`config.mk`:
```
export PLATFORM = sky130hd
export DESIGN_NAME = fetch_unit
export DESIGN_NICKNAME = d
export VERILOG_FILES = /design/src/rtl/riscv_pkg.sv /design/src/rtl/pc_next_logic.sv /design/src/rtl/fetch_unit.sv
export SDC_FILE = /design/constraint.sdc
export NUM_CORES = 1
export LEC_CHECK = 0
export ABC_AREA = 1
export CORE_MARGIN = 1.5
export CORE_UTILIZATION = 52
export DETAILED_ROUTE_END_ITERATION = 10
export GPL_TIMING_DRIVEN = 0
export MAX_ROUTING_LAYER = met4
export PLACE_DENSITY = 0.86
export SLEW_MARGIN = 40
export SYNTH_ARGS = -nofsm -noshare
export SYNTH_HDL_FRONTEND = slang
export SYNTH_SLANG_ARGS = --single-unit
```
`constraint.sdc`:
```
create_clock -name clk -period 6.08 [get_ports clk]
set_clock_uncertainty 0.2 [all_clocks]
set_input_delay 0.912 -clock clk [delete_from_list [all_inputs] [get_ports clk]]
set_output_delay 0.912 -clock clk [all_outputs]
set_load 0.02 [all_outputs]
```
`src/rtl/riscv_pkg.sv`:
```
// rtl/riscv_pkg.sv - shared opcodes, NOP encoding and fetch state enum
package riscv_pkg;

  localparam logic [6:0]  OPC_RTYPE  = 7'b0110011;
  localparam logic [6:0]  OPC_LOAD   = 7'b0000011;
  localparam logic [6:0]  OPC_STORE  = 7'b0100011;
  localparam logic [6:0]  OPC_BRANCH = 7'b1100011;

  localparam logic [31:0] NOP_INSTR  = 32'h0000_0013;

  typedef enum logic [1:0] {
    FETCH_REQ  = 2'd0,
    FETCH_WAIT = 2'd1,
    FETCH_HOLD = 2'd2
  } fetch_state_e;

endpackage

```
`src/rtl/pc_next_logic.sv`:
```
// rtl/pc_next_logic.sv - next PC adder with word-alignment check
module pc_next_logic (
  input  logic [31:0] pc_i,
  input  logic        pc_src_i,
  input  logic [31:0] imm_ext_i,
  output logic [31:0] pc_next_o,
  output logic        misalign_o
);

  logic [31:0] sum;

  // Modulo-2^32 add; a misaligned result is flagged and then forced onto a word boundary.
  assign sum        = pc_i + (pc_src_i ? imm_ext_i : 32'd4);
  assign misalign_o = |sum[1:0];
  assign pc_next_o  = {sum[31:2], 2'b00};

endmodule

```
`src/rtl/fetch_unit.sv`:
```
// rtl/fetch_unit.sv - single-outstanding instruction fetch FSM (REQ/WAIT/HOLD)
module fetch_unit
  import riscv_pkg::*;
#(
  parameter logic [31:0] RESET_PC = 32'h0000_0000
) (
  input  logic        clk,
  input  logic        rst,
  output logic        imem_req_valid,
  output logic [31:0] imem_req_addr,
  input  logic        imem_req_ready,
  input  logic        imem_rsp_valid,
  input  logic [31:0] imem_rsp_data,
  output logic        instr_valid,
  input  logic        instr_ready,
  output logic [31:0] instr,
  output logic [6:0]  op,
  output logic [31:0] pc_out,
  input  logic        pc_src,
  input  logic [31:0] imm_ext,
  output logic        misalign_err
);

  fetch_state_e state_q;
  logic [31:0]  pc_q;
  logic [31:0]  instr_q;
  logic [31:0]  pc_out_q;
  logic         misalign_q;
  logic [31:0]  pc_d;
  logic         misalign_d;

  pc_next_logic u_pc_next (
    .pc_i       (pc_q),
    .pc_src_i   (pc_src),
    .imm_ext_i  (imm_ext),
    .pc_next_o  (pc_d),
    .misalign_o (misalign_d)
  );

  // Inputs irrelevant to the current state are simply not looked at, which drops stray responses.
  always_ff @(posedge clk) begin
    if (rst) begin
      state_q    <= FETCH_REQ;
      pc_q       <= RESET_PC;
      instr_q    <= NOP_INSTR;
      pc_out_q   <= RESET_PC;
      misalign_q <= 1'b0;
    end else begin
      case (state_q)
        FETCH_REQ: begin
          if (imem_req_ready) state_q <= FETCH_WAIT;
        end
        FETCH_WAIT: begin
          if (imem_rsp_valid) begin
            instr_q  <= imem_rsp_data;
            pc_out_q <= pc_q;
            state_q  <= FETCH_HOLD;
          end
        end
        FETCH_HOLD: begin
          if (instr_ready) begin
            pc_q       <= pc_d;
            misalign_q <= misalign_q | misalign_d;
            state_q    <= FETCH_REQ;
          end
        end
        default: state_q <= FETCH_REQ;
      endcase
    end
  end

  // Valids are gated by rst so nothing is offered while reset is held.
  assign imem_req_valid = (state_q == FETCH_REQ)  && !rst;
  assign instr_valid    = (state_q == FETCH_HOLD) && !rst;
  assign imem_req_addr  = pc_q;
  assign instr          = instr_q;
  assign op             = instr_q[6:0];
  assign pc_out         = pc_out_q;
  assign misalign_err   = misalign_q;

endmodule
```
==> key figures <==
Outcome
  – Run status: completed

Power
  – Combinational share of power: between 20% and 30%
  – LEAKAGE: approximately 4.3 nW
  – Sw Share: between 20 and 30%
  – Clock share of power: between 30% and 40%
  – Switching power: between 400 and 500 µW
  – Max rail drop VDD: roughly 0.18 mV
  – Sequential share of power: 42.7%
  – Int Pwr: 1.13 mW
  – Pwr Density: around 190 mW/mm²

Clock tree
  – Worst-skew pair later-pin latency: 350 ps
  – H-tree Lvls: 3
  – # Post-CTS Setup Buffers: 0
  – CTS Buf Count: 9
  – CTS tree: yes
  – Clock Tree Buf Depth: 2
  – CTS resizes: 0
  – Clk slew on worst S/H paths: 70 ps
  – Clk Tree Root Cell: clkbuf_16
  – Post-CTS Hold Buffers: 0
  – # clock sinks: 95

Setup path
  – Buf/Inv on CP: 6
  – WS Path Type: in -> reg
  – Crit-path max FO: 10
  – CP max stage cell: clkdlybuf4s50_1
  – Critical Path Max Stage Delay: approximately 540 ps
  – Worst EP arrival: a little under 4000 ps
  – CP cell instances: clkdlybuf4s50_1 -> clkbuf_1 -> buf_1 -> nand2_1 -> inv_1 -> ha_1 -> nand2_1 -> inv_1 -> a21oi_1 -> nand3_2 -> nand2_1 -> nand2_1 -> nand2_1 -> nand3_1 -> nand2_1 -> inv_1
  – CP top delay family: buffers and inverters
  – CP Capture Type: register
  – Cell repeated most along the worst path: nand2_1
  – Worst setup SP type: primary input
  – Worst Path Required: between 6000 and 7000 ps

Placed design
  – Pre-CTS WS: roughly 1900 ps
  – GPL Wtd Cong: between 0.9 and 1
  – Post-DP HPWL: about 15000 µm
  – # port buffers: between 150 and 200

Route
  – Final ANT Viol Nets: 0
  – Starting DRT DRC Count: 421
  – Initial DRT Pass Iterations: 5
  – Vias: about 6500
  – Drt drc: 0
  – Top Layer Used: met4
  – Metal3 WL: around 1500 µm
  – Met2 WL: a little under 9000 µm
  – Met1 Wirelength: 7850 µm
  – Avg Vias per Cell: 5.08
  – Drt total wl: 18900 µm
  – DR WL/cell: 14.8 µm

Final layout
  – Filler Cell Count: a little under 900
  – Share of layout cells above drive strength 1: 5.62%
  – Layout area overhead: 37.1%
  – # diodes: 0
  – Layout net count: approximately 1200

Floorplan
  – Starting Density: a little over half
  – I/O pin count: approximately 180
  – Die Area: approximately 0.012 mm²
  – Rows: 38
  – Core area: between 0.01 and 0.015 mm²
  – Die height: 110 µm
  – Chip width: ~110 µm

STA
  – Actual slew at the worst max-slew pin: between 600 and 700 ps
  – Minimum clock period after layout: slightly below 4000 ps
  – Setup total negative slack: 0 ps
  – Final Hold Fails: 0
  – Setup slack after layout: 2230 ps
  – Max frequency: about 260 MHz
  – Max-slew headroom: about three fifths
  – Final setup violation count: 0
  – Fin. max-slew vios: 0
  – Part of the cycle the worst path needs: 63.2%
  – RSZ-0062 raised after global routing: no

Global route
  – Largest net degree at the start of global routing: 16
  – GRT Total Usage: about 34%
  – Initial antenna violation count: 0
  – Gr ovfl total: 0
  – First-pass GRT wire length: 29900 µm
  – Vias in the first global route: between 6000 and 7000

Logic synthesis
  – Synthesized area per cell: a little over 6 µm²
  – YS warnings: 0
  – Yosys reg bits: 95
  – Synth Instances: 950
  – Cell Area, Synth: a little under 0.006 mm²
  – Yosys cell types: 31
  – Sequential cell area fraction in the yosys report: about a third

Flow run
  – MaxCap Viol Count: 0

Hold path
  – Worst hold-check path type: reg -> reg
==> logic make-up after synthesis <==
logic type / Yosys count / synth area share, %
buf+inv: 201 / 13.8
simple gates: 474 / 32.7
compound gates: 137 / 13.0
other cells: 1 / 0.0634
xor+xnor: 12 / 1.78
fa+ha+maj: 30 / 6.47
flops: 95 / 32.1
==> layer usage <==
| metal | vias up | track usage, % |
|---|---|---|
| li1 | 3280 | - |
| met1 | 2893 | 38.2 |
| met2 | 271 | 55.5 |
| met3 | 45 | 8.95 |
| met4 | 0 | 14.0 |
| met5 | - | - |
==> per-stage QoR <==
stage	hold slack (ps)	area, µm²	util (%)	std cells	power [mW]
floorplan	276	5930	-	953	0.849
global placement	256	7810	71.1	1264	0.995
detailed placement	270	7810	71.1	1264	1.00
CTS	287	8110	73.8	1278	1.58
global route	306	8110	73.8	1278	1.64
finish	282	8110	73.8	1278	1.58
==> cell usage after synthesis, drive strengths merged <==
library cell,number,area (µm²)
nand2,245,930
nor2,169,667
inv,159,597
dfxtp,95,1900
o21ai,78,390
nand3,52,280
ha,29,363
a21oi,28,144
buf,26,159
clkbuf,16,60.1
o21bai,16,124
o21a,13,97.6
xor2,12,105
nand4,4,25.0
and2,2,12.5
nor3,2,21.3
a21o,1,7.51
conb,1,3.75
fa,1,20.0
o211ai,1,7.51
==> flip-flops by register name (all words and copies together), names as in the netlist <==
name / cells
instr: 32
imem_req_addr: 30
pc_out: 30
state_q: 2
misalign_err: 1
==> cell usage in the layout (no fill, tap or decap), types with 2 or more instances in the layout <==
cell type        instances
nor2_1                 158
o21ai_0                 68
clkinv_4                 2
nand3_2                  4
clkdlybuf4s50_1        171
buf_2                   13
nand3_1                 48
dfxtp_1                 95
buf_4                   12
nand2_1                241
inv_2                    3
nor2_2                  10
ha_1                    29
nand2_2                  4
clkbuf_16                9
and2_1                   2
clkbuf_1                16
o21ai_1                 10
o21a_1                  13
conb_1                   4
inv_1                  156
xor2_1                  12
a21oi_1                 27
o21bai_1                15
nand4_1                  4
==> final cells by class <==
| class | count | area, µm² | share of cell area [%] |
|---|---|---|---|
| Clock buffer | 10 | 239 | 2.95 |
| Timing Repair Buffer | 171 | 1710 | 21.1 |
| Multi-Input combinational cell | 657 | 3210 | 39.6 |
| Clock inverter | 4 | 56.3 | 0.694 |
| Tap cell | 140 | 175 | 2.16 |
| Sequential cell | 95 | 1900 | 23.5 |
| Buffer | 42 | 219 | 2.70 |
| Inverter | 159 | 597 | 7.36 |
==> worst paths after layout <==
path                                 startpoint                        endpoint  slack [ps]  depth (start not counted)
setup / recovery                         pc_src  imem_req_addr[29]$_SDFFE_PP0P_        2230                         16
hold / removal        misalign_err$_SDFFE_PP0P_       misalign_err$_SDFFE_PP0P_         280                          2
setup reg to reg  imem_req_addr[2]$_SDFFE_PP0P_  imem_req_addr[24]$_SDFFE_PP0P_        3660                         13
hold reg to reg       misalign_err$_SDFFE_PP0P_       misalign_err$_SDFFE_PP0P_         280                          2
==> power groups by stage <==
stage	combinational (mW)	clock [mW]	sequential (mW)
detailed placement	0.313	0	0.688
finish	0.317	0.589	0.675
global placement	0.308	0	0.687
CTS	0.316	0.594	0.674
global route	0.345	0.613	0.678
floorplan	0.129	0	0.721
==> worst reg2reg max path, cell delays in order, from the launching register on <==
cell,delay (ps)
dfxtp_1,410
ha_1,250
inv_1,70
fa_1,410
inv_1,100
nand3_1,60
nand3_1,170
nand2_1,70
nand2_1,150
nand2_1,100
nand4_1,110
nand3_1,110
nand2_1,80
inv_1,30
Note: power is estimated with default switching activity, not from simulation.
